[src/rtl/spi_pkg.sv]
// Shared SPI types, mode decoding helpers and constants for the bus monitor.
package spi_pkg;

   typedef enum logic [1:0] {
      SPI_MODE_0 = 2'd0,
      SPI_MODE_1 = 2'd1,
      SPI_MODE_2 = 2'd2,
      SPI_MODE_3 = 2'd3
   } spi_mode_t;

   typedef enum logic {
      ST_IDLE   = 1'b0,
      ST_ACTIVE = 1'b1
   } mon_state_t;

   localparam int BITS_PER_BYTE = 8;

   function automatic logic cpol(input spi_mode_t mode);
      return mode[1];
   endfunction

   function automatic logic cpha(input spi_mode_t mode);
      return mode[0];
   endfunction

   function automatic logic sample_on_rising(input spi_mode_t mode);
      return cpol(mode) == cpha(mode);
   endfunction

endpackage

[src/rtl/spi_sync.sv]
// Multi-bit flop-chain synchronizer with a per-bit reset value.
module spi_sync #(
   parameter int               WIDTH   = 1,
   parameter int               DEPTH   = 2,
   parameter logic [WIDTH-1:0] RST_VAL = '0
) (
   input  logic             clk_i,
   input  logic             rst_i,
   input  logic [WIDTH-1:0] d_i,
   output logic [WIDTH-1:0] q_o
);

   logic [WIDTH-1:0] stage_q [DEPTH];

   always_ff @(posedge clk_i) begin
      if (rst_i) begin
         for (int i = 0; i < DEPTH; i++) stage_q[i] <= RST_VAL;
      end else begin
         stage_q[0] <= d_i;
         for (int i = 1; i < DEPTH; i++) stage_q[i] <= stage_q[i-1];
      end
   end

   assign q_o = stage_q[DEPTH-1];

endmodule

[src/rtl/spi_bus_monitor.sv]
// Passive SPI monitor: rebuilds full-duplex byte pairs per CS frame and
// presents them on a one-entry valid/ready register with frame/error flags.
module spi_bus_monitor
   import spi_pkg::*;
#(
   parameter int  SPI_MODE         = 0,
   parameter int  MAX_BYTES_PER_CS = 2,
   parameter int  SYNC_STAGES      = 2,
   localparam int IDX_W            = $clog2(MAX_BYTES_PER_CS + 1)
) (
   input  logic             i_Clk,
   input  logic             i_Rst,
   input  logic             i_SPI_Clk,
   input  logic             i_SPI_CS_n,
   input  logic             i_SPI_PICO,
   input  logic             i_SPI_POCI,
   output logic             o_Byte_DV,
   input  logic             i_Byte_Ready,
   output logic [7:0]       o_PICO_Byte,
   output logic [7:0]       o_POCI_Byte,
   output logic [IDX_W-1:0] o_Byte_Idx,
   output logic             o_Frame_End,
   output logic [IDX_W-1:0] o_Frame_Bytes,
   output logic             o_Frame_Partial,
   output logic             o_Overflow,
   output logic             o_Frame_Overrun
);

   localparam spi_mode_t         MODE      = spi_mode_t'(SPI_MODE[1:0]);
   localparam logic              SCLK_IDLE = cpol(MODE);
   localparam logic              RISE      = sample_on_rising(MODE);
   localparam logic [IDX_W-1:0]  IDX_MAX   = IDX_W'(MAX_BYTES_PER_CS);
   localparam logic [2:0]        LAST_BIT  = 3'(BITS_PER_BYTE - 1);
   localparam int                WARM_W    = $clog2(SYNC_STAGES + 1);
   localparam logic [WARM_W-1:0] WARM_DONE = WARM_W'(SYNC_STAGES);

   logic [3:0] sync_s;
   logic       sclk_s, csn_s, pico_s, poci_s;

   spi_sync #(
      .WIDTH   (4),
      .DEPTH   (SYNC_STAGES),
      .RST_VAL ({SCLK_IDLE, 1'b1, 2'b00})
   ) u_sync (
      .clk_i (i_Clk),
      .rst_i (i_Rst),
      .d_i   ({i_SPI_Clk, i_SPI_CS_n, i_SPI_PICO, i_SPI_POCI}),
      .q_o   (sync_s)
   );

   assign {sclk_s, csn_s, pico_s, poci_s} = sync_s;

   mon_state_t        state_q;
   logic              sclk_h_q, armed_q;
   logic [WARM_W-1:0] warm_q;
   logic [2:0]        bit_cnt_q, bit_cnt_d;
   logic [IDX_W-1:0]  idx_q, idx_d;
   logic [7:0]        pico_sh_q, pico_sh_d, poci_sh_q, poci_sh_d;
   logic              sample_edge, sample_act, byte_done;
   logic              byte_done_q, fe_q, fe_partial_q;
   logic [7:0]        done_pico_q, done_poci_q;
   logic [IDX_W-1:0]  done_idx_q, fe_bytes_q;

   always_comb begin
      sample_edge = RISE ? (sclk_s & ~sclk_h_q) : (~sclk_s & sclk_h_q);
      sample_act  = (state_q == ST_ACTIVE) && sample_edge;
      pico_sh_d   = {pico_sh_q[6:0], pico_s};
      poci_sh_d   = {poci_sh_q[6:0], poci_s};
      bit_cnt_d   = sample_act ? bit_cnt_q + 3'd1 : bit_cnt_q;
      byte_done   = sample_act && (bit_cnt_q == LAST_BIT);
      idx_d       = (byte_done && (idx_q != IDX_MAX)) ? idx_q + 1'b1 : idx_q;
   end

   // Capture stage: armed_q blocks joining a frame whose CS fell before reset release.
   always_ff @(posedge i_Clk) begin
      if (i_Rst) begin
         state_q      <= ST_IDLE;
         sclk_h_q     <= SCLK_IDLE;
         armed_q      <= 1'b0;
         warm_q       <= '0;
         bit_cnt_q    <= '0;
         idx_q        <= '0;
         pico_sh_q    <= '0;
         poci_sh_q    <= '0;
         byte_done_q  <= 1'b0;
         done_pico_q  <= '0;
         done_poci_q  <= '0;
         done_idx_q   <= '0;
         fe_q         <= 1'b0;
         fe_bytes_q   <= '0;
         fe_partial_q <= 1'b0;
      end else begin
         sclk_h_q    <= sclk_s;
         byte_done_q <= 1'b0;
         fe_q        <= 1'b0;
         if (warm_q != WARM_DONE) warm_q <= warm_q + 1'b1;
         case (state_q)
            ST_IDLE: begin
               if (armed_q && !csn_s) begin
                  state_q   <= ST_ACTIVE;
                  bit_cnt_q <= '0;
                  idx_q     <= '0;
                  pico_sh_q <= '0;
                  poci_sh_q <= '0;
               end else if (csn_s && (warm_q == WARM_DONE)) begin
                  armed_q <= 1'b1;
               end
            end
            ST_ACTIVE: begin
               if (sample_edge) begin
                  pico_sh_q <= pico_sh_d;
                  poci_sh_q <= poci_sh_d;
                  bit_cnt_q <= bit_cnt_d;
                  idx_q     <= idx_d;
               end
               if (byte_done) begin
                  byte_done_q <= 1'b1;
                  done_pico_q <= pico_sh_d;
                  done_poci_q <= poci_sh_d;
                  done_idx_q  <= idx_q;
               end
               if (csn_s) begin
                  state_q      <= ST_IDLE;
                  fe_q         <= 1'b1;
                  fe_bytes_q   <= idx_d;
                  fe_partial_q <= (bit_cnt_d != 3'd0);
               end
            end
            default: state_q <= ST_IDLE;
         endcase
      end
   end

   logic             dv_q, fe_out_q, partial_q, ovf_q, ovr_q;
   logic [7:0]       pico_q, poci_q;
   logic [IDX_W-1:0] idx_out_q, frame_bytes_q;

   // Output stage: a completion during an accept replaces the entry without a bubble.
   always_ff @(posedge i_Clk) begin
      if (i_Rst) begin
         dv_q          <= 1'b0;
         pico_q        <= '0;
         poci_q        <= '0;
         idx_out_q     <= '0;
         fe_out_q      <= 1'b0;
         frame_bytes_q <= '0;
         partial_q     <= 1'b0;
         ovf_q         <= 1'b0;
         ovr_q         <= 1'b0;
      end else begin
         fe_out_q <= fe_q;
         if (fe_q) begin
            frame_bytes_q <= fe_bytes_q;
            partial_q     <= fe_partial_q;
         end
         if (byte_done_q) begin
            if (done_idx_q == IDX_MAX) ovr_q <= 1'b1;
            if (!dv_q || i_Byte_Ready) begin
               dv_q      <= 1'b1;
               pico_q    <= done_pico_q;
               poci_q    <= done_poci_q;
               idx_out_q <= done_idx_q;
            end else begin
               ovf_q <= 1'b1;
            end
         end else if (i_Byte_Ready) begin
            dv_q <= 1'b0;
         end
      end
   end

   assign o_Byte_DV       = dv_q;
   assign o_PICO_Byte     = pico_q;
   assign o_POCI_Byte     = poci_q;
   assign o_Byte_Idx      = idx_out_q;
   assign o_Frame_End     = fe_out_q;
   assign o_Frame_Bytes   = frame_bytes_q;
   assign o_Frame_Partial = partial_q;
   assign o_Overflow      = ovf_q;
   assign o_Frame_Overrun = ovr_q;

endmodule
[config.mk]
export PLATFORM = sky130hd
export DESIGN_NAME = spi_bus_monitor
export DESIGN_NICKNAME = d
export VERILOG_FILES = /design/src/rtl/spi_pkg.sv /design/src/rtl/spi_sync.sv /design/src/rtl/spi_bus_monitor.sv
export SDC_FILE = /design/constraint.sdc
export NUM_CORES = 1
export LEC_CHECK = 0
export BUFFER_PORTS_ARGS = -buffer_cell sky130_fd_sc_hd__buf_2
export CAP_MARGIN = 10
export CORE_ASPECT_RATIO = 1.5
export CORE_MARGIN = 3
export CORE_UTILIZATION = 35
export CTS_CLUSTER_DIAMETER = 50
export DETAILED_ROUTE_END_ITERATION = 8
export GPL_TIMING_DRIVEN = 1
export PLACE_DENSITY_LB_ADDON = 0.08
export SLEW_MARGIN = 20
export SYNTH_ARGS = -nofsm -noshare
export SYNTH_HDL_FRONTEND = slang
export SYNTH_SLANG_ARGS = --single-unit
export TNS_END_PERCENT = 50
[constraint.sdc]
create_clock -name i_Clk -period 3.7 [get_ports i_Clk]
set_input_delay 0.37 -clock i_Clk [delete_from_list [all_inputs] [get_ports i_Clk]]
set_output_delay 0.37 -clock i_Clk [all_outputs]
set_load 0.005 [all_outputs]
==> run summary <==
Peak VDD IR - 0.335 mV
Setup Buffers After CTS - 0
gate count of the mapped netlist - 335
CP Max Fanout - 21
met3 layer usage reported by global route - 0.0253
die height - 118 um
# hold bufs at CTS - 0
final routed DRC violation total - 0
FILL cells - 838
deepest clock path buffer count - 2
category of the worst setup path capture point - flip-flop
flop and latch count out of synthesis - 80
largest net degree at the start of global routing - 49
Initial DRT Pass Iterations - 4
clock latency on the worst-skew pair - 0.34 ns
clock net sink count - 80
growth of design area from synthesis to finish - 16.2%
area of the core region - 0.00806 mm^2
netlist area before placement - 0.00293 mm^2
area occupied by multi-input gates - 0.00117 mm^2
setup ws final - 1.77 ns
Worst Max-Slew Pin Slew - 0.878 ns
Power Dens Cells - 542 mW/mm^2
number of clock buffers inserted by TritonCTS - 9
critical path type - reg2reg
total die area - 0.00952 mm^2
total via count after detailed routing - 2,256
total gr overflow - 0
count of pins on the block boundary - 32
met2 Usage GRT - 0.230
Ys Warns - 0
overall power - 1840 uW
worst reg2reg setup slack - 1.77 ns
HP Class - in2reg
max-cap check violation count - 0
count of inserted antenna diode cells - 0
Clk pin slew, worst setup/hold paths - 0.06 ns
Initial Utilization - 0.363
initial detailed-routing violation count - 82
final worst clock skew - 0.00713 ns
upper clock frequency limit - 518 MHz
number of global-route vias before repair - 2,197
drt total wl - 6.04 mm
register area - 0.00160 mm^2
# nets final - 365
placement-stage worst setup slack - 1.71 ns
Placer Congestion - 0.709
residual antenna-violating net count after detailed routing - 0
result of the run - completed
H-tree levels - 3
WHS Path Cells - 2
worst max-slew margin expressed relative to the limit - 0.415
post-synthesis area per instance - 8.74 um^2
floorplan die width - 80.7 um
crit path DAT - 2.17 ns
Post-Syn Nets - 346
DP Wirelength - 3.90 mm
share of synthesized area occupied by flip-flops and latches - 0.547
Total Routing Usage GR - 0.140
detail-routed via count per cell - 4.86
crit start category - flip-flop
number of antenna violations at the first check in global routing - 0
count of unique library cells instantiated by Yosys - 35
met1 usage - 0.158
number of endpoints failing setup at the final stage - 0
Clock Tree Root - sky130_fd_sc_hd__clkbuf_16
ratio of cells with drive above 1 in the final layout - 0.150
worst reg2reg path depth - 5
TritonCTS clock tree - done
RSZ-0062 raised after global routing - no
row cnt - 40
leakage power of the design - 0.00124 uW
WP data required - 3.95 ns
Hold Vio Cnt, Final - 0
post-route minimum period - 1.93 ns
number of resized instances in the post-cts repair step - 0
period utilization - 0.521
Final Max Tran Viols - 0
Routed WL per cell - 13.0 um
number of port buffers - 31
layer with the highest usage - met2
global-route wire length before repair - 10.4 mm
Setup TNS Final - 0 ns
==> through the flow <==
step / std cells / utilization / cell area [um^2] / hold slack [ns]
CTS: 464 / 0.422 / 3400 / 0.207
global placement: 448 / 0.385 / 3100 / 0.396
finish: 464 / 0.422 / 3400 / 0.218
detailed placement: 448 / 0.385 / 3100 / 0.400
global route: 464 / 0.422 / 3400 / 0.217
floorplan: 335 / - / 2930 / 0.389
==> where the power goes <==
| part | switching (uW) | leakage, uW | total (uW) | internal [uW] |
|---|---|---|---|---|
| combinational | 41.4 | 0.000451 | 70.4 | 29.0 |
| sequential | 10.9 | 0.000647 | 892 | 881 |
| clock | 340 | 0.000139 | 882 | 542 |
==> metal layers <==
layer / wire length (um) / part of all wire
met1: 2730 / 0.45
met2: 2900 / 0.48
met3: 205 / 0.034
met4: 207 / 0.034
met5: 0 / 0
==> worst paths after layout <==
check | from | to
setup / recovery | bit_cnt_q[0] | fe_bytes_q[0]
hold / removal | i_SPI_CS_n | u_sync.stage_q[0][2]
setup reg to reg | bit_cnt_q[0] | fe_bytes_q[0]
hold reg to reg | u_sync.stage_q[0][2] | u_sync.stage_q[0][6]
==> state kept, by name, indices dropped and copies added (netlist names), 3 cells and up <==
signal	flops
o_POCI_Byte	8
o_PICO_Byte	8
done_pico_q	8
done_poci_q	8
pico_sh_q	7
bit_cnt_q	3
poci_sh_q	7
u_sync.stage_q	8
==> critical path: stages (launching register included) <==
cell and delay (ns):
sky130_fd_sc_hd__dfxtp_1 0.38, sky130_fd_sc_hd__ha_1 0.17, sky130_fd_sc_hd__ha_1 0.15, sky130_fd_sc_hd__and4b_1 0.72
sky130_fd_sc_hd__nand3_2 0.14, sky130_fd_sc_hd__a311oi_1 0.26
==> area by class of cell <==
| class | instances | share of cell area |
|---|---|---|
| flip-flops and latches | 80 | 0.471 |
| well taps | 105 | 0.0386 |
| multi-input cells | 223 | 0.344 |
| clock buffers | 12 | 0.0725 |
| clock inverters | 4 | 0.0158 |
| inverters | 6 | 0.00662 |
| repair buffers | 34 | 0.0522 |
==> placed cells by master (no fill, tap or decap), types with 2 or more instances in the layout <==
| master | netlist | final |
|---|---|---|
| sky130_fd_sc_hd__dfxtp_1 | 80 | 80 |
| sky130_fd_sc_hd__a21oi_1 | 59 | 59 |
| sky130_fd_sc_hd__nand2_1 | 53 | 53 |
| sky130_fd_sc_hd__nand3_1 | 35 | 35 |
| sky130_fd_sc_hd__buf_2 | 6 | 31 |
| sky130_fd_sc_hd__o21ai_0 | 19 | 19 |
| sky130_fd_sc_hd__nor2_1 | 14 | 14 |
| sky130_fd_sc_hd__nor2b_1 | 10 | 9 |
| sky130_fd_sc_hd__clkbuf_16 | 0 | 9 |
| sky130_fd_sc_hd__inv_1 | 6 | 6 |
| sky130_fd_sc_hd__ha_1 | 4 | 4 |
| sky130_fd_sc_hd__mux2i_1 | 3 | 3 |
| sky130_fd_sc_hd__buf_4 | 1 | 3 |
| sky130_fd_sc_hd__or2_2 | 2 | 2 |
| sky130_fd_sc_hd__nor3_1 | 2 | 2 |
| sky130_fd_sc_hd__a31oi_1 | 2 | 2 |
| sky130_fd_sc_hd__o211ai_1 | 2 | 2 |
| sky130_fd_sc_hd__a311oi_1 | 2 | 2 |
| sky130_fd_sc_hd__o21ai_1 | 2 | 2 |
| sky130_fd_sc_hd__nand2b_1 | 2 | 2 |
| sky130_fd_sc_hd__clkinvlp_4 | 0 | 2 |
| sky130_fd_sc_hd__clkbuf_1 | 15 | 2 |
==> cells in the mapped netlist <==
master                     instances  area [um^2]
sky130_fd_sc_hd__dfxtp_1          80         1600
sky130_fd_sc_hd__nand2b_1          2         12.5
sky130_fd_sc_hd__and4b_1           1         10.0
sky130_fd_sc_hd__o21ai_1           2         10.0
sky130_fd_sc_hd__and3b_1           1         8.76
sky130_fd_sc_hd__or3b_1            1         8.76
sky130_fd_sc_hd__xor2_1            1         8.76
sky130_fd_sc_hd__o21ai_0          19         95.1
sky130_fd_sc_hd__and2_1            1         6.26
sky130_fd_sc_hd__inv_1             6         22.5
sky130_fd_sc_hd__mux2_2            1         11.3
sky130_fd_sc_hd__buf_6             2         22.5
sky130_fd_sc_hd__nor2_1           14         52.6
sky130_fd_sc_hd__nand3b_1          1         7.51
sky130_fd_sc_hd__buf_2             6         30.0
sky130_fd_sc_hd__mux2i_1           3         30.0
sky130_fd_sc_hd__nand3b_4          1         20.0
sky130_fd_sc_hd__nor2b_1          10         62.6
sky130_fd_sc_hd__buf_4             1         7.51
sky130_fd_sc_hd__buf_8             1         15.0
sky130_fd_sc_hd__o211ai_1          2         15.0
sky130_fd_sc_hd__or3_1             1         6.26
sky130_fd_sc_hd__or2_2             2         12.5
sky130_fd_sc_hd__a31oi_1           2         12.5
sky130_fd_sc_hd__a311oi_1          2         17.5
sky130_fd_sc_hd__nor3_1            2         10.0
sky130_fd_sc_hd__clkbuf_1         15         56.3
sky130_fd_sc_hd__nand4b_1          1         8.76
sky130_fd_sc_hd__nand2_1          53          199
sky130_fd_sc_hd__nand3_2           1         10.0
sky130_fd_sc_hd__a21oi_1          59          295
sky130_fd_sc_hd__ha_1              4         50.1
sky130_fd_sc_hd__a311o_1           1         10.0
sky130_fd_sc_hd__clkbuf_2          1         5.00
sky130_fd_sc_hd__nand3_1          35          175
==> kinds of logic (layout without fill, tap and decap cells) <==
kind of cell / count (synthesis) / count (layout) / share of synthesized area
AO/OA/AOI/OAI: 87 / 87 / 0.156
XOR/XNOR: 1 / 1 / 0.00299
adder cells (fa/ha/maj): 4 / 4 / 0.0171
buffers and inverters: 32 / 56 / 0.0543
flip-flops: 80 / 80 / 0.547
multiplexers: 4 / 4 / 0.0141
AND/OR/NAND/NOR: 127 / 127 / 0.209
Note: power is estimated with default switching activity, not from simulation.
